`src/rtl/qspi_pkg.sv`:
```
// Shared QSPI definitions: transfer-descriptor layout, arbiter owner codes,
// arbiter state enum and the descriptor pack/unpack helpers used by the
// CSR command engine, xip_engine and qspi_fsm_arbiter.
package qspi_pkg;

  localparam int unsigned DESC_W = 128;

  // Descriptor field offsets (LSB) and widths
  localparam int unsigned CPHA_LSB       = 0;   localparam int unsigned CPHA_W       = 1;
  localparam int unsigned CPOL_LSB       = 1;   localparam int unsigned CPOL_W       = 1;
  localparam int unsigned CLK_DIV_LSB    = 2;   localparam int unsigned CLK_DIV_W    = 8;
  localparam int unsigned LEN_LSB        = 10;  localparam int unsigned LEN_W        = 16;
  localparam int unsigned ADDR_LSB       = 26;  localparam int unsigned ADDR_W       = 32;
  localparam int unsigned MODE_BITS_LSB  = 58;  localparam int unsigned MODE_BITS_W  = 8;
  localparam int unsigned OPCODE_LSB     = 66;  localparam int unsigned OPCODE_W     = 8;
  localparam int unsigned CONT_LSB       = 74;  localparam int unsigned CONT_W       = 1;
  localparam int unsigned CS_AUTO_LSB    = 75;  localparam int unsigned CS_AUTO_W    = 1;
  localparam int unsigned QUAD_LSB       = 76;  localparam int unsigned QUAD_W       = 1;
  localparam int unsigned DIR_LSB        = 77;  localparam int unsigned DIR_W        = 1;
  localparam int unsigned DUMMY_LSB      = 78;  localparam int unsigned DUMMY_W      = 5;
  localparam int unsigned MODE_LSB       = 83;  localparam int unsigned MODE_W       = 1;
  localparam int unsigned ADDR_BYTES_LSB = 84;  localparam int unsigned ADDR_BYTES_W = 3;
  localparam int unsigned LANES_LSB      = 87;  localparam int unsigned LANES_W      = 2;
  localparam int unsigned RSVD_LSB       = 89;  localparam int unsigned RSVD_W       = 39;

  // Declared MSB first so each field lands on the offsets above
  typedef struct packed {
    logic [RSVD_W-1:0]       rsvd;
    logic [LANES_W-1:0]      lanes;
    logic [ADDR_BYTES_W-1:0] addr_bytes;
    logic                    mode;
    logic [DUMMY_W-1:0]      dummy;
    logic                    dir;
    logic                    quad;
    logic                    cs_auto;
    logic                    cont;
    logic [OPCODE_W-1:0]     opcode;
    logic [MODE_BITS_W-1:0]  mode_bits;
    logic [ADDR_W-1:0]       addr;
    logic [LEN_W-1:0]        len;
    logic [CLK_DIV_W-1:0]    clk_div;
    logic                    cpol;
    logic                    cpha;
  } desc_t;

  localparam logic [1:0] OWN_NONE = 2'b00;
  localparam logic [1:0] OWN_CMD  = 2'b01;
  localparam logic [1:0] OWN_XIP  = 2'b10;

  typedef enum logic [1:0] {
    ST_IDLE   = 2'd0,
    ST_LAUNCH = 2'd1,
    ST_RUN    = 2'd2
  } arb_state_t;

  function automatic logic [DESC_W-1:0] desc_pack(input desc_t d);
    return DESC_W'(d);
  endfunction

  function automatic desc_t desc_unpack(input logic [DESC_W-1:0] v);
    return desc_t'(v);
  endfunction

endpackage

```
`src/rtl/qspi_fsm_arbiter_if.sv`:
```
// Bus bundle between the two requesters (cmd, xip), the arbiter and qspi_fsm.
// slave modport: arbiter view. master modport: requester/FSM side view.
interface qspi_fsm_arbiter_if;
  import qspi_pkg::*;

  logic              cmd_start_i;
  logic [DESC_W-1:0] cmd_desc_i;
  logic [31:0]       cmd_tx_data_i;
  logic              cmd_tx_empty_i;
  logic              cmd_tx_ren_o;
  logic              cmd_rx_wen_o;
  logic              cmd_done_o;
  logic              cmd_busy_o;

  logic              xip_start_i;
  logic [DESC_W-1:0] xip_desc_i;
  logic [31:0]       xip_tx_data_i;
  logic              xip_tx_empty_i;
  logic              xip_tx_ren_o;
  logic              xip_rx_wen_o;
  logic              xip_done_o;

  logic              fsm_start_o;
  logic [DESC_W-1:0] fsm_desc_o;
  logic [31:0]       fsm_tx_data_o;
  logic              fsm_tx_empty_o;
  logic              fsm_done_i;
  logic              fsm_tx_ren_i;
  logic              fsm_rx_wen_i;

  logic [1:0]        owner_o;
  logic [1:0]        req_ovf_o;

  modport slave (
    input  cmd_start_i, cmd_desc_i, cmd_tx_data_i, cmd_tx_empty_i,
    input  xip_start_i, xip_desc_i, xip_tx_data_i, xip_tx_empty_i,
    input  fsm_done_i, fsm_tx_ren_i, fsm_rx_wen_i,
    output cmd_tx_ren_o, cmd_rx_wen_o, cmd_done_o, cmd_busy_o,
    output xip_tx_ren_o, xip_rx_wen_o, xip_done_o,
    output fsm_start_o, fsm_desc_o, fsm_tx_data_o, fsm_tx_empty_o,
    output owner_o, req_ovf_o
  );

  modport master (
    output cmd_start_i, cmd_desc_i, cmd_tx_data_i, cmd_tx_empty_i,
    output xip_start_i, xip_desc_i, xip_tx_data_i, xip_tx_empty_i,
    output fsm_done_i, fsm_tx_ren_i, fsm_rx_wen_i,
    input  cmd_tx_ren_o, cmd_rx_wen_o, cmd_done_o, cmd_busy_o,
    input  xip_tx_ren_o, xip_rx_wen_o, xip_done_o,
    input  fsm_start_o, fsm_desc_o, fsm_tx_data_o, fsm_tx_empty_o,
    input  owner_o, req_ovf_o
  );

endinterface

```
`src/rtl/qspi_arb_req_slot.sv`:
```
// One requester slot: pending flag, captured descriptor, sticky overflow.
// Ports: clk, reset (sync, active-high); start/desc_in from the requester;
//   active = requester currently owns the FSM and is not finishing this cycle;
//   launch = arbiter is launching this requester (clears pending);
//   pending, desc, ovf outputs (all registered).
module qspi_arb_req_slot
  import qspi_pkg::*;
(
  input  logic              clk,
  input  logic              reset,
  input  logic              start,
  input  logic [DESC_W-1:0] desc_in,
  input  logic              active,
  input  logic              launch,
  output logic              pending,
  output logic [DESC_W-1:0] desc,
  output logic              ovf
);

  // A start while pending or owning is dropped and flagged; launch implies
  // pending, so capture and clear never coincide.
  always_ff @(posedge clk) begin
    if (reset) begin
      pending <= 1'b0;
      desc    <= '0;
      ovf     <= 1'b0;
    end else begin
      if (launch) pending <= 1'b0;
      if (start) begin
        if (pending || active) begin
          ovf <= 1'b1;
        end else begin
          pending <= 1'b1;
          desc    <= desc_in;
        end
      end
    end
  end

endmodule

```
`src/rtl/qspi_fsm_arbiter.sv`:
```
// Arbitrates the single qspi_fsm between the CSR command engine (cmd) and the
// xip_engine (xip). Latches starts/descriptors, grants one owner, issues one
// fsm start, and steers TX reads, RX writes and done to the owner only.
// Ports: clk, reset (sync, active-high), bus (qspi_fsm_arbiter_if.slave).
// Build option: QSPI_ARB_RR_EN selects round-robin on ties; otherwise cmd
// always wins ties.
module qspi_fsm_arbiter
  import qspi_pkg::*;
(
  input  logic                  clk,
  input  logic                  reset,
  qspi_fsm_arbiter_if.slave     bus
);

  arb_state_t        state;
  logic [1:0]        owner;
  logic              start_q;
  logic [DESC_W-1:0] desc_q;

  logic              cmd_pend, xip_pend;
  logic [DESC_W-1:0] cmd_desc, xip_desc;
  logic              cmd_ovf, xip_ovf;

  logic              cmd_own, xip_own, done_now;
  logic [1:0]        tie_win, pick;

  assign cmd_own  = (owner == OWN_CMD);
  assign xip_own  = (owner == OWN_XIP);
  assign done_now = (state == ST_RUN) && bus.fsm_done_i;

  // Owner stops counting as busy in its done cycle so a new start is taken
  qspi_arb_req_slot u_cmd_slot (
    .clk     (clk),
    .reset   (reset),
    .start   (bus.cmd_start_i),
    .desc_in (bus.cmd_desc_i),
    .active  (cmd_own && !done_now),
    .launch  ((state == ST_LAUNCH) && cmd_own),
    .pending (cmd_pend),
    .desc    (cmd_desc),
    .ovf     (cmd_ovf)
  );

  qspi_arb_req_slot u_xip_slot (
    .clk     (clk),
    .reset   (reset),
    .start   (bus.xip_start_i),
    .desc_in (bus.xip_desc_i),
    .active  (xip_own && !done_now),
    .launch  ((state == ST_LAUNCH) && xip_own),
    .pending (xip_pend),
    .desc    (xip_desc),
    .ovf     (xip_ovf)
  );

`ifdef QSPI_ARB_RR_EN
  // Winner of the most recent tie; the other side wins the next tie
  logic [1:0] last_tie;

  always_ff @(posedge clk) begin
    if (reset) begin
      last_tie <= OWN_XIP;
    end else if ((state == ST_IDLE) && cmd_pend && xip_pend) begin
      last_tie <= tie_win;
    end
  end

  assign tie_win = (last_tie == OWN_XIP) ? OWN_CMD : OWN_XIP;
`else
  assign tie_win = OWN_CMD;
`endif

  assign pick = (cmd_pend && xip_pend) ? tie_win :
                cmd_pend               ? OWN_CMD : OWN_XIP;

  // Grant FSM with registered start pulse, descriptor and owner
  always_ff @(posedge clk) begin
    if (reset) begin
      state   <= ST_IDLE;
      owner   <= OWN_NONE;
      start_q <= 1'b0;
      desc_q  <= '0;
    end else begin
      case (state)
        ST_IDLE: begin
          if (cmd_pend || xip_pend) begin
            owner   <= pick;
            start_q <= 1'b1;
            desc_q  <= (pick == OWN_CMD) ? cmd_desc : xip_desc;
            state   <= ST_LAUNCH;
          end
        end
        ST_LAUNCH: begin
          start_q <= 1'b0;
          state   <= ST_RUN;
        end
        ST_RUN: begin
          if (bus.fsm_done_i) begin
            owner <= OWN_NONE;
            state <= ST_IDLE;
          end
        end
        default: begin
          owner   <= OWN_NONE;
          start_q <= 1'b0;
          state   <= ST_IDLE;
        end
      endcase
    end
  end

  assign bus.fsm_start_o    = start_q;
  assign bus.fsm_desc_o     = desc_q;
  assign bus.owner_o        = owner;
  assign bus.req_ovf_o      = {xip_ovf, cmd_ovf};
  assign bus.cmd_busy_o     = cmd_pend || cmd_own;

  // Zero-latency steering keyed on owner only
  assign bus.fsm_tx_data_o  = cmd_own ? bus.cmd_tx_data_i :
                              xip_own ? bus.xip_tx_data_i : 32'd0;
  assign bus.fsm_tx_empty_o = cmd_own ? bus.cmd_tx_empty_i :
                              xip_own ? bus.xip_tx_empty_i : 1'b1;
  assign bus.cmd_tx_ren_o   = cmd_own && bus.fsm_tx_ren_i;
  assign bus.xip_tx_ren_o   = xip_own && bus.fsm_tx_ren_i;
  assign bus.cmd_rx_wen_o   = cmd_own && bus.fsm_rx_wen_i;
  assign bus.xip_rx_wen_o   = xip_own && bus.fsm_rx_wen_i;
  assign bus.cmd_done_o     = cmd_own && done_now;
  assign bus.xip_done_o     = xip_own && done_now;

endmodule

```
`src/flat_wrapper.sv`:
```
// flat-port wrapper written by rule: the top's interface ports become plain ports
module qspi_fsm_arbiter_flat import qspi_pkg::*;
  (clk, reset, bus_cmd_start_i, bus_cmd_desc_i, bus_cmd_tx_data_i, bus_cmd_tx_empty_i, bus_xip_start_i, bus_xip_desc_i, bus_xip_tx_data_i, bus_xip_tx_empty_i, bus_fsm_done_i, bus_fsm_tx_ren_i, bus_fsm_rx_wen_i, bus_cmd_tx_ren_o, bus_cmd_rx_wen_o, bus_cmd_done_o, bus_cmd_busy_o, bus_xip_tx_ren_o, bus_xip_rx_wen_o, bus_xip_done_o, bus_fsm_start_o, bus_fsm_desc_o, bus_fsm_tx_data_o, bus_fsm_tx_empty_o, bus_owner_o, bus_req_ovf_o);
  qspi_fsm_arbiter_if bus_i ();
  input  logic clk;
  input  logic reset;
  input wire logic [$bits(bus_i.cmd_start_i)-1:0] bus_cmd_start_i;
  input wire logic [$bits(bus_i.cmd_desc_i)-1:0] bus_cmd_desc_i;
  input wire logic [$bits(bus_i.cmd_tx_data_i)-1:0] bus_cmd_tx_data_i;
  input wire logic [$bits(bus_i.cmd_tx_empty_i)-1:0] bus_cmd_tx_empty_i;
  input wire logic [$bits(bus_i.xip_start_i)-1:0] bus_xip_start_i;
  input wire logic [$bits(bus_i.xip_desc_i)-1:0] bus_xip_desc_i;
  input wire logic [$bits(bus_i.xip_tx_data_i)-1:0] bus_xip_tx_data_i;
  input wire logic [$bits(bus_i.xip_tx_empty_i)-1:0] bus_xip_tx_empty_i;
  input wire logic [$bits(bus_i.fsm_done_i)-1:0] bus_fsm_done_i;
  input wire logic [$bits(bus_i.fsm_tx_ren_i)-1:0] bus_fsm_tx_ren_i;
  input wire logic [$bits(bus_i.fsm_rx_wen_i)-1:0] bus_fsm_rx_wen_i;
  output wire logic [$bits(bus_i.cmd_tx_ren_o)-1:0] bus_cmd_tx_ren_o;
  output wire logic [$bits(bus_i.cmd_rx_wen_o)-1:0] bus_cmd_rx_wen_o;
  output wire logic [$bits(bus_i.cmd_done_o)-1:0] bus_cmd_done_o;
  output wire logic [$bits(bus_i.cmd_busy_o)-1:0] bus_cmd_busy_o;
  output wire logic [$bits(bus_i.xip_tx_ren_o)-1:0] bus_xip_tx_ren_o;
  output wire logic [$bits(bus_i.xip_rx_wen_o)-1:0] bus_xip_rx_wen_o;
  output wire logic [$bits(bus_i.xip_done_o)-1:0] bus_xip_done_o;
  output wire logic [$bits(bus_i.fsm_start_o)-1:0] bus_fsm_start_o;
  output wire logic [$bits(bus_i.fsm_desc_o)-1:0] bus_fsm_desc_o;
  output wire logic [$bits(bus_i.fsm_tx_data_o)-1:0] bus_fsm_tx_data_o;
  output wire logic [$bits(bus_i.fsm_tx_empty_o)-1:0] bus_fsm_tx_empty_o;
  output wire logic [$bits(bus_i.owner_o)-1:0] bus_owner_o;
  output wire logic [$bits(bus_i.req_ovf_o)-1:0] bus_req_ovf_o;
  assign bus_i.cmd_start_i = bus_cmd_start_i;
  assign bus_i.cmd_desc_i = bus_cmd_desc_i;
  assign bus_i.cmd_tx_data_i = bus_cmd_tx_data_i;
  assign bus_i.cmd_tx_empty_i = bus_cmd_tx_empty_i;
  assign bus_i.xip_start_i = bus_xip_start_i;
  assign bus_i.xip_desc_i = bus_xip_desc_i;
  assign bus_i.xip_tx_data_i = bus_xip_tx_data_i;
  assign bus_i.xip_tx_empty_i = bus_xip_tx_empty_i;
  assign bus_i.fsm_done_i = bus_fsm_done_i;
  assign bus_i.fsm_tx_ren_i = bus_fsm_tx_ren_i;
  assign bus_i.fsm_rx_wen_i = bus_fsm_rx_wen_i;
  assign bus_cmd_tx_ren_o = bus_i.cmd_tx_ren_o;
  assign bus_cmd_rx_wen_o = bus_i.cmd_rx_wen_o;
  assign bus_cmd_done_o = bus_i.cmd_done_o;
  assign bus_cmd_busy_o = bus_i.cmd_busy_o;
  assign bus_xip_tx_ren_o = bus_i.xip_tx_ren_o;
  assign bus_xip_rx_wen_o = bus_i.xip_rx_wen_o;
  assign bus_xip_done_o = bus_i.xip_done_o;
  assign bus_fsm_start_o = bus_i.fsm_start_o;
  assign bus_fsm_desc_o = bus_i.fsm_desc_o;
  assign bus_fsm_tx_data_o = bus_i.fsm_tx_data_o;
  assign bus_fsm_tx_empty_o = bus_i.fsm_tx_empty_o;
  assign bus_owner_o = bus_i.owner_o;
  assign bus_req_ovf_o = bus_i.req_ovf_o;
  qspi_fsm_arbiter u_core (.clk(clk), .reset(reset), .bus(bus_i));
endmodule
```
`config.mk`:
```
export PLATFORM = sky130hd
export DESIGN_NAME = qspi_fsm_arbiter_flat
export DESIGN_NICKNAME = d
export VERILOG_FILES = /design/src/rtl/qspi_pkg.sv /design/src/rtl/qspi_fsm_arbiter_if.sv /design/src/rtl/qspi_arb_req_slot.sv /design/src/rtl/qspi_fsm_arbiter.sv /design/src/flat_wrapper.sv
export SDC_FILE = /design/constraint.sdc
export NUM_CORES = 1
export LEC_CHECK = 0
export BUFFER_PORTS_ARGS = -buffer_cell sky130_fd_sc_hd__buf_2
export CAP_MARGIN = 30
export CORE_UTILIZATION = 40
export CTS_CLUSTER_DIAMETER = 50
export DETAILED_ROUTE_END_ITERATION = 10
export GPL_ROUTABILITY_DRIVEN = 1
export PLACE_DENSITY = 0.69
export RECOVER_POWER = 25
export SYNTH_ARGS = -nofsm -noshare
export SYNTH_HDL_FRONTEND = slang
export SYNTH_SLANG_ARGS = --single-unit
```
`constraint.sdc`:
```
create_clock -name clk -period 1.43 [get_ports clk]
set_input_delay 0.286 -clock clk [delete_from_list [all_inputs] [get_ports clk]]
set_output_delay 0.286 -clock clk [all_outputs]
set_load 0.02 [all_outputs]
```
---- Yosys cells after proc, flatten, opt, wreduce, memory -nomap -nowiden ----
Index checks and enable logic that the tools add are counted.
storage, ports and cells
  register bits after elaboration ......... 393
  input bits .............................. 329
cells by class
  equality and inequality tests ........... 7
  mux-type cells .......................... 20
  bitwise operators ....................... 4
  reductions and logical operators ........ 26
operators with widths
  operator                                                                  count
  128-bit two-way mux                                                       1
  32-bit two-way mux                                                        2
  2-bit AND reduction                                                       7
  1-bit logical AND                                                         12
  2-bit case mux with 3 select lines                                        2
  2-bit two-way mux                                                         5
  1-bit two-way mux                                                         9
  2-bit by 1-bit == test with 1-bit output (second input constant)          3
  2-bit == test (second input constant)                                     2
  1-bit logical OR                                                          4
  1-bit inverter                                                            4
  3-bit AND reduction                                                       1
  2-bit zero test                                                           1
  2-bit by 1-bit inequality test with 1-bit output (second input constant)  1
  2-bit inequality test (second input constant)                             1
  1-bit case mux with 2 select lines                                        1
  1-bit zero test                                                           1

---- Logic depth before layout (Yosys ltp) ----
Gate-level depths: netlist of run 1.
  depth in word-level cells ............... 7
  depth in mapped cells ................... 7

---- Cells and area by module ----
From an unflattened synthesis of run 1, not the netlist that was laid out.
second synthesis, totals
  cell total of the unflattened synthesis .. 1792
  area total of the unflattened synthesis .. 18650.4 µm²
modules (own cells, without submodules)
  module             times used  cells each  area each (µm²)  seq. area each (µm²)
  qspi_arb_req_slot  2           562         5779.3           2602.5
  qspi_fsm_arbiter   1           668         7091.8           2662.6

---- Least setup slack after synthesis of run 1 ----
Ideal clock, no wire load.
  path type ............................... reg-to-output
  from .................................... register u_core.owner[0], in the netlist u_core.bus.owner_o[0]
  to ...................................... output port bus_fsm_tx_data_o[10]
  arrival ................................. 1372 ps
  data required time ...................... 1144 ps
  path slack .............................. -228 ps
  stages on the path, launching flop included .. 5
  buffers on the path ..................... 2
  cells stage by stage .................... dfxtp_1 > nor2b_1 > buf_2 > buf_1 > a22o_1
on the way
  longest elaborated chain between the ends .. 3
RTL lines
  element                 RTL line                 RTL
  from (decl)             qspi_fsm_arbiter.sv:16   logic [1:0] owner;
  from (signal assigned)  qspi_fsm_arbiter.sv:87   owner <= pick;
  2-bit == test           qspi_fsm_arbiter.sv:28   assign xip_own = (owner == OWN_XIP);
  32-bit two-way mux      qspi_fsm_arbiter.sv:120  xip_own ? bus.xip_tx_data_i : 32'd0;
  32-bit two-way mux (*)  qspi_fsm_arbiter.sv:119  assign bus.fsm_tx_data_o = cmd_own ? bus.cmd_tx_data_i :
  to (decl)               flat_wrapper.sv:27       output wire logic [$bits(bus_i.fsm_tx_data_o)-1:0] bus_fsm_tx_data_o;
Mark *: on every way between the ends. The rest lies on a longest branch, timed or not.

---- Final worst setup path of run 1 ----
  from .................................... register u_core.owner[0], in the netlist u_core.bus.owner_o[0]
  to ...................................... output port bus_fsm_tx_data_o[4]
The elaborated chain is that of the path after synthesis.

==> results of run 1 <==
==> worst reg2reg max path, cell delays in order (launching register included) <==
cell and delay (ns):
sky130_fd_sc_hd__dfxtp_4 0.36, sky130_fd_sc_hd__nor2b_4 0.15, sky130_fd_sc_hd__buf_6 0.12, sky130_fd_sc_hd__buf_4 0.14, sky130_fd_sc_hd__a21boi_4 0.16, sky130_fd_sc_hd__buf_6 0.15
sky130_fd_sc_hd__buf_12 0.14, sky130_fd_sc_hd__buf_12 0.12, sky130_fd_sc_hd__buf_16 0.13, sky130_fd_sc_hd__mux2i_1 0.21
==> timing repair <==
action / 4_1_cts / 5_1_grt
cloned: 23 / 29
pin swaps: 29 / 45
endpoints found under the setup margin: 347 / 433
endpoints found under the hold margin: 251 / 0
setup buffers: 48 / 30
gates resized for setup: 191 / 183
hold buffers: 251 / 0
==> where the power goes <==
group / total [uW] / internal (uW) / switching (uW)
Sequential: 13200 / 12300 / 902
Clock: 12500 / 7400 / 5090
Combinational: 12500 / 6230 / 6300
==> cells by family after synthesis <==
logic type	share of synthesized area, %
simple gates	12.2
flops	45.5
mux	22.2
compound gates	15.0
buf+inv	5.11
==> sequential cells by signal, summed over array words and instances, names as in the netlist <==
register / flops
u_core.bus.fsm_desc_o: 128
u_core.u_cmd_slot.desc: 128
u_core.u_xip_slot.desc: 128
u_core.bus.owner_o: 2
u_core.state: 2
u_core.bus.fsm_start_o: 1
u_core.u_cmd_slot.ovf: 1
u_core.u_cmd_slot.pending: 1
u_core.u_xip_slot.ovf: 1
u_core.u_xip_slot.pending: 1
==> metal layers <==
| metal | wire [um] | vias to the layer above | GRT usage (%) |
|---|---|---|---|
| met4 | 3670 | 4 | 15.2 |
| met3 | 5100 | 270 | 4.96 |
| met5 | 23 | - | 0 |
| li1 | - | 7921 | - |
| met2 | 33700 | 922 | 47.7 |
| met1 | 27300 | 8395 | 32.9 |
==> layout make-up <==
| type | instances | share of cell area [%] |
|---|---|---|
| multi-input combinational | 1232 | 32.3 |
| timing repair buffer | 966 | 31.5 |
| sequential | 393 | 27.8 |
| clock buffer | 63 | 4.73 |
| tap | 577 | 2.55 |
| clock inverter | 24 | 0.967 |
| inverter | 4 | 0.0795 |
| antenna | 7 | 0.0618 |
==> synth_stat cells (2+ instances only) <==
master | n | area [sq um]
sky130_fd_sc_hd__nand2_1 | 513 | 1930
sky130_fd_sc_hd__dfxtp_1 | 393 | 7870
sky130_fd_sc_hd__mux2i_1 | 384 | 3840
sky130_fd_sc_hd__a21oi_1 | 133 | 666
sky130_fd_sc_hd__a211oi_2 | 120 | 1500
sky130_fd_sc_hd__clkbuf_1 | 93 | 349
sky130_fd_sc_hd__a22o_1 | 32 | 280
sky130_fd_sc_hd__buf_4 | 30 | 225
sky130_fd_sc_hd__buf_2 | 26 | 130
sky130_fd_sc_hd__buf_6 | 13 | 146
sky130_fd_sc_hd__a211oi_1 | 9 | 67.6
sky130_fd_sc_hd__nand2b_1 | 8 | 50.1
sky130_fd_sc_hd__and2_1 | 5 | 31.3
sky130_fd_sc_hd__buf_1 | 5 | 18.8
sky130_fd_sc_hd__nor2_1 | 4 | 15.0
sky130_fd_sc_hd__nor2b_1 | 4 | 25.0
sky130_fd_sc_hd__o21ai_0 | 4 | 20.0
sky130_fd_sc_hd__inv_1 | 3 | 11.3
sky130_fd_sc_hd__a21boi_1 | 2 | 15.0
sky130_fd_sc_hd__o221ai_1 | 2 | 17.5
sky130_fd_sc_hd__or3_1 | 2 | 12.5
==> worst paths after layout <==
check,start,end,slack (ns),cells after the start
worst min-delay path,bus_xip_desc_i[98],u_core.u_xip_slot.desc[98],0.03,3
worst max-delay path,u_core.bus.owner_o[0],bus_fsm_tx_data_o[4],-0.62,5
worst max register to register,u_core.bus.owner_o[0],u_core.u_cmd_slot.desc[4],-0.34,9
worst min register to register,u_core.u_xip_slot.desc[39],u_core.u_xip_slot.desc[39],0.46,2
==> metrics by stage <==
step,worst slack (ns),util (%)
after floorplan,-0.00940,-
after global placement,-0.163,50.5
after global routing,-0.641,67.0
after detailed placement,-0.187,50.5
final,-0.620,67.0
after CTS,-0.600,64.3
==> results.md, run 1 <==
- The detailed-router iteration count before antenna repair is 6.
- The most used flip-flop cell after synthesis is sky130_fd_sc_hd__dfxtp_1.
- After synthesis, flip-flops and latches occupy 45.5% of the total area.
- The share of synthesized registers carrying an async set or reset is 0%.
- After clock tree synthesis, the clock-pin slew on the worst setup and hold paths is about 0.060 ns.
- Once the floorplan was initialized, standard cells occupied 40.9% of the core.
- The run finished, with violations left.
- The final net count is 2974.
- For this run, design rule violations remaining after detail routing come to 0.
- IR analysis of the VDD net gives a maximum drop of 0.824 mV.
- The final count of hold timing violations is 0.
- The total count of max-transition violations in the final report came to 0.
- The total power consumption of the routed design is 38200 uW.
- Once layout is complete, the cells apart from fillers number 3266.
- The maximum single-stage delay on the critical path is 0.37 ns.
- The path category of the worst min-delay check is input pin to flip-flop.
- After layout, the worst path uses 143% of the clock period.
- The critical path contains buffers and inverters numbering 3 combined.
- Setup violations remaining at the end of the flow were counted as between 400 and 500.
- The slew of the pin with the lowest slew margin is 0.414 ns.
- The floorplan die height is 210 um.
- The slowest cell on the critical path is sky130_fd_sc_hd__dfxtp_4.
- The count of different cell masters after synthesis is 32.
- The area inside the core boundary is 42300 sq um.
- Power spread over the standard cell area amounts to 1350 nW/um^2.
- The number of placed I/O pins is ~500.
- The per-cell routed wire length is 21.4 um.
- For this design the static power due to leakage is 0.0122 uW.
- The critical path arrival is 1.76 ns.
- The global-route wire length before repair is 96.8 mm.
- The number of routed nets with antenna violations is 0.
- The die covers 44100 sq um.
- The synthesized area per cell is 9.63 sq um.
- The largest net degree at the start of global routing is slightly above 90.
- Among the stages of the critical path, the cell type that occurs most often is sky130_fd_sc_hd__buf_6.
- During synthesis, Yosys emitted a total of 0 warnings.
- In this run, the number of DRC markers left after iteration 0 of detailed routing was 1464.
- The post-detailed-placement half-perimeter wirelength is 37.9 mm.
- The number of global-route vias before repair is between 15000 and 20000.
- The highest net fanout along the worst path is 8.
- The overall global routing resource usage is 27.8%.
- Summing all non-filler instances in the final layout gives an area of 28300 sq um.
- The final worst-path setup slack is -0.620 ns.
- The max-slew headroom at the worst pin is slightly above 70%.
- At the end of routability-driven placement, the weighted congestion stood at 0.885.
- The startpoint-to-endpoint class of the critical path is flip-flop to primary output.
- At the later pin of the worst-skew pair, clock insertion delay measures approximately 0.57 ns.
- For this block, the routed nets add up to 69.8 mm of wire.
- The via-per-instance ratio is roughly 5.4.
- The detailed-route via count is 17500.
- The cell class contributing the biggest share of worst-path delay is buffers and inverters.
- The worst setup path is launched from a flip-flop.
- Timing would allow up to 0.488 GHz.
- In this run the horizontal extent of the chip is 210 um.
- The number of inserted filler cells in the final layout is 2908.
- CTS built an H-tree with a depth of 2.
- The signed area change from the synthesized netlist to the final layout is 63.8%.
- Counting tap cells, the placed design contains a total of 2820 instances.
- CTS placed an instance of sky130_fd_sc_hd__clkbuf_16 at the clock tree root.
- In the final layout, the share of cells above drive strength 1 is between 30% and 40%.
- The clock arrives with 0.0186 ns of skew.
- For this run the aggregate overflow at the end of global routing stands at 0.
- The number of buffers added by the clock tree synthesis step is 48.
- The number of storage elements in the synthesis netlist is between 300 and 400.
- The setup TNS after final layout is -95.44 ns.
- The number of synthesized flops with an enable pin is 0.
- The checks that failed: setup timing.
- Clock tree synthesis found a total of 393 sinks.
- The site row count is 75.
- The number of antenna violations at the first check in global routing is 9.
- The placement-stage cell area is between 20000 and 25000 sq um.
- Data on the critical path is required at its endpoint by 1.14 ns.
- The category of the worst setup path capture point is a primary output.
- Setup repair after global routing could not meet its margin everywhere.
- The instance count of the mapped netlist is 1796.
- The final worst hold slack is 0.0292 ns.
- In the layout the commonest cells are sky130_fd_sc_hd__nand2_1, sky130_fd_sc_hd__buf_2, sky130_fd_sc_hd__dfxtp_1.
- The post-synth net total is 2125.
- The buffer depth of the longest clock path is 3.
- The routed design could run at a clock period as short as 2.05 ns.
- The area of the multi-input gates is 9150 sq um.
- The cell area that synthesis handed to floorplanning was between 15000 and 20000 sq um.
- The signal on the critical path passes through nor2b_4 > buf_6 > buf_12 > a22o_1 > buf_6.
- The most common cell after layout, fill and taps aside is sky130_fd_sc_hd__nand2_1.
- The count of buffers added on input and output ports is 501.
- In the final layout, flip-flops and latches occupy 7890 sq um.
- TritonCTS built the clock tree.
- The number of maximum-capacitance violations is 0.
Note: power is estimated with default switching activity, not from simulation.
==> run 2: changes to the inputs <==
--- a/config.mk
+++ b/config.mk
@@ -5,13 +5,14 @@
 export SDC_FILE = /design/constraint.sdc
 export NUM_CORES = 1
 export LEC_CHECK = 0
+export ABC_AREA = 1
 export BUFFER_PORTS_ARGS = -buffer_cell sky130_fd_sc_hd__buf_2
 export CAP_MARGIN = 30
 export CORE_UTILIZATION = 40
 export CTS_CLUSTER_DIAMETER = 50
 export DETAILED_ROUTE_END_ITERATION = 10
 export GPL_ROUTABILITY_DRIVEN = 1
-export PLACE_DENSITY = 0.69
+export PLACE_DENSITY = 0.65
 export RECOVER_POWER = 25
 export SYNTH_ARGS = -nofsm -noshare
 export SYNTH_HDL_FRONTEND = slang
==> constraint.sdc (replaced) <==
create_clock -name clk -period 2.5 [get_ports clk]
set_input_delay 0.5 -clock clk [delete_from_list [all_inputs] [get_ports clk]]
set_output_delay 0.5 -clock clk [all_outputs]
set_load 0.02 [all_outputs]
==> run 2 against run 1 <==
The run now ends clean. Via count is 11% higher. Register-to-register slack better by 0.56 ns. Design area shrank 15%. Power is 48% lower. Non-clock buffer count down 428. Global-route usage is 3.6 points lower. Sequential share of layout area increased by 5.0 points. Area after synthesis rose by 13%. Clock skew is 0.0043 ns lower. Clock power down 40%. Die area up 13%. Largest cell class is now flip-flops and latches.
==> results.md, run 2 <==
- The run finished with clean final reports.
- The category of the worst setup path capture point is a primary output.
- The worst clock skew is 0.0143 ns (-0.00434 ns).
- The number of levels in the clock H-tree is 2 (unchanged).
- The site row count was 80 (+6.7%).
- The clock network fraction of total power came to 38.0% (+5.3 points).
- The number of buffers added by the clock tree synthesis step is 50 (+4.2%).
- The top cell type's share of synthesized area is 40.1% (-5.4 points).
- The setup TNS after final layout is 0 ns (+95.44 ns).
- The detailed-routed wire length on met3 is 3.96 mm (-22%).
- The internal portion of total power is 13200 uW (-49%).
- In this run the top signal layer used is met5.
- Derived from the worst setup path, the maximum achievable clock frequency is 0.426 GHz.
- The total length of routed met2 wires is 28.3 mm (-16%).
- The count of different cell masters after synthesis is 22 (-31%).
- Ranked by total cell area, the synthesized netlist is headed by sky130_fd_sc_hd__dfxtp_1, sky130_fd_sc_hd__inv_1, sky130_fd_sc_hd__nand2_1.
- The final setup violation count was 0 (-100%).
- The Yosys warning count is 0 (unchanged).
- The number of DRC violations after detailed routing is 0 (unchanged).
- The startpoint of the tightest hold check path is bus_xip_desc_i[35].
- The overall global routing resource usage came to 24.2% (-3.6 points).
- The most common cell after layout, fill and taps aside is sky130_fd_sc_hd__inv_1.
- The startpoint type of the worst setup path is a flip-flop.
- The most used flip-flop cell after synthesis is sky130_fd_sc_hd__dfxtp_1.
- The post-CTS clock slew at the launch and capture registers of the worst setup and hold paths came to 0.06 ns (about the same).
- The number of antenna violations at the first check in global routing is 9 (unchanged).
- The area inside the core boundary is 48000 sq um (+14%).
- The synthesized cell area is 19600 sq um (+13%).
- The number of synthesized flops with an enable pin was 0 (unchanged).
- The post-layout instance count excluding filler cells is 4162 (+27%).
- The depth of the worst register-to-register path is 7 (-2).
- The post-route core utilization is 49.9% (-17 points).
- The global placement routability congestion is 0.896 (+1.2%).
- The share of total power consumed by net switching came to 33.2% (+0.95 points).
- The power per standard cell area came to 822 nW/um^2 (-39%).
- The critical path required time is 2.00 ns (+0.86 ns).
- The wire length on met1 is 27.8 mm (+1.6%).
- The highest ir drop seen on vdd is 0.552 mV (-33%).
- The setup slack on the worst flop-to-flop path is 0.22 ns (+0.56 ns).
- The sequential power share was 38.0% (+3.5 points).
- By count the netlist is led by sky130_fd_sc_hd__inv_1, sky130_fd_sc_hd__nand2_1, sky130_fd_sc_hd__nor2_1.
- The area growth from synthesis to layout is 22.2%.
- The startpoint-to-endpoint class of the critical path is flip-flop to primary output.
- The final count of hold timing violations is 0 (unchanged).
- The synthesized area per cell is 6.26 sq um (-35%).
- The share of the yosys chip area belonging to registers is 40.1% (-5.4 points).
- The number of design-rule violations left by the first detailed-router iteration was 1467 (+0.20%).
- The buffer depth of the longest clock path came to 3 (unchanged).
- The library cells used most frequently in the layout, excluding fill and tap cells, are sky130_fd_sc_hd__inv_1, sky130_fd_sc_hd__nand2_1, sky130_fd_sc_hd__nor2_1.
- The total count of max-transition violations in the final report is 0 (unchanged).
- The number of storage elements in the synthesis netlist was 393 (unchanged).
- The floorplan die height is 223 um (+6.4%).
- The residual overflow from global routing is 0 (unchanged).
- The detailed-router iteration count before antenna repair is 5 (-1).
- The post-synth net total is 3462 (+63%).
- The number of routed nets with antenna violations came to 0 (unchanged).
- The number of port buffers is 501 (unchanged).
- The number of maximum-capacitance violations is 0 (unchanged).
- Setup repair after global routing left no endpoint under its margin.
- The critical path arrival came to 1.85 ns (+0.09 ns).
- The per-cell routed wire length is 14.8 um (-31%).
- The instance count after placement with tap cells included is 4065 (+44%).
- The global-route wire length before repair was 97.1 mm (+0.28%).
- The total wire length after detailed routing is 61.6 mm (-12%).
- The slew of the pin with the lowest slew margin is 1.23 ns (+0.818 ns).
- The dominant cell by count in the synthesized netlist is sky130_fd_sc_hd__inv_1.
- The relative contribution of combinational cells to total power came to 24.0% (-8.8 points).
- The largest net degree at the start of global routing is 127 (+37%).
- In this run the worst hold path is classified as input pin to flip-flop.
- The detailed-route via count is 19400 (+11%).
- TritonCTS built the clock tree.
- The placement-stage worst setup slack is 0.519 ns (+0.707 ns).
- The number of inserted filler cells in the final layout is 5052 (+74%).
- The clock sink count is 393 (unchanged).
- The starting utilization of the core area is 40.8% (-0.053 points).
- The fraction of final layout cells sized beyond drive strength 1 is 16.5% (-21 points).
- The share of synthesized registers carrying an async set or reset was 0% (unchanged).
- The number of global-route vias before repair is 18200 (+2.1%).
- The worst path needs 2.35 ns of the cycle, external delays included.
- The final clock period utilization by the worst path is 94.0%.
- The via-per-instance ratio came to 4.67 (-13%).
- The startpoint of the worst register-to-register path is u_core.bus.owner_o[1].
- The horizontal extent of the die is 223 um (+6.4%).
- For hold timing, the worst endpoint is u_core.u_xip_slot.desc[35].
- The clock network latency to the later pin of the worst-skew pair came to 0.58 ns (about the same).
- The total power consumption of the routed design came to 19700 uW (-48%).
- The cell chosen for the clock root is sky130_fd_sc_hd__clkbuf_16.
- The endpoint identified for the worst register-to-register timing path is u_core.u_xip_slot.desc[61].
- The overall die area came to 49900 sq um (+13%).
- The post-detailed-placement half-perimeter wirelength is 38.6 mm (+1.7%).
- The highest net fanout along the worst path is 15 (+7).
- The number of buffers inserted for hold repair after clock tree synthesis is 0 (-100%).
- The final net count is 3833 (+29%).
- The number of placed I/O pins was 502 (unchanged).
- The number of stages on the worst hold path is 5 (+2).
- The cell type with the highest aggregate area in the netlist is sky130_fd_sc_hd__dfxtp_1.
- The max-slew headroom at the worst pin is 17.9% (-55 points).
- The final worst-path setup slack is 0.150 ns (+0.771 ns).
- The instance count of the mapped netlist was 3133 (+74%).
- The switching power is 6530 uW (-47%).
- The standby leakage power is 0.0133 uW (+9.6%).
[run 2: final cells by class]
cell class / count / area [sq um] / area share, %
sequential: 393 / 7870 / 32.9
multi-input combinational: 1739 / 7740 / 32.3
inverter: 782 / 2950 / 12.3
timing repair buffer: 538 / 2890 / 12.1
clock buffer: 65 / 1420 / 5.92
tap: 615 / 769 / 3.21
clock inverter: 26 / 307 / 1.28
antenna: 4 / 10.0 / 0.0418
[run 2: power by group through the flow]
stage               logic, uW  registers, uW  clock network [uW]
floorplan                2940           7960                   0
global placement         4800           7580                   0
detailed placement       4830           7600                   0
CTS                      4860           7470                7630
global route             5360           7570                7870
finish                   4730           7480                7480
[run 2: logic make-up after synthesis]
logic type	after synthesis	share of synthesized area [%]
AND/OR/NAND/NOR	1438	31.0
buffers and inverters	1002	20.6
flip-flops	393	40.1
AO/OA/AOI/OAI	300	8.33
[run 2: through the flow]
step | instance area (sq um) | hold WS (ns)
floorplan | 19600 | 0.438
global placement | 22400 | 0.450
detailed placement | 22400 | 0.459
CTS | 24100 | 0.203
global route | 24000 | 0.244
finish | 24000 | 0.242
[run 2: worst max path at each step]
stage	depth (start not counted)	from	endpoint	slack [ns]
finish	5	u_core.bus.owner_o[1]	bus_fsm_tx_data_o[15]	0.15
global route	5	u_core.bus.owner_o[1]	bus_fsm_tx_data_o[17]	0.07
CTS	5	u_core.bus.owner_o[1]	bus_fsm_tx_data_o[15]	0.02
detailed placement	8	bus_fsm_done_i	u_core.u_cmd_slot.desc[96]	0.52
global placement	8	bus_fsm_done_i	u_core.u_cmd_slot.desc[96]	0.53
floorplan	4	u_core.bus.owner_o[1]	bus_fsm_tx_data_o[10]	0.70
[run 2: critical path, cell delays in order (launching register included)]
cell and delay, ns:
sky130_fd_sc_hd__dfxtp_1 0.42, sky130_fd_sc_hd__inv_1 0.16, sky130_fd_sc_hd__nor2_4 0.14, sky130_fd_sc_hd__buf_4 0.22, sky130_fd_sc_hd__a22o_1 0.18, sky130_fd_sc_hd__buf_2 0.16
[run 2: per-layer routing]
layer,global-route usage [%],vias to the layer above
met5,0,-
met4,8.09,10
met3,4.39,108
met2,39.4,604
met1,32.2,8622
li1,-,10100
[run 2: what timing repair did]
action,4_1_cts,5_1_grt
buffers inserted,0,1
pin swaps,1,1
cloned,1,0
resized for setup,1,2
endpoints found under the setup margin,17,19
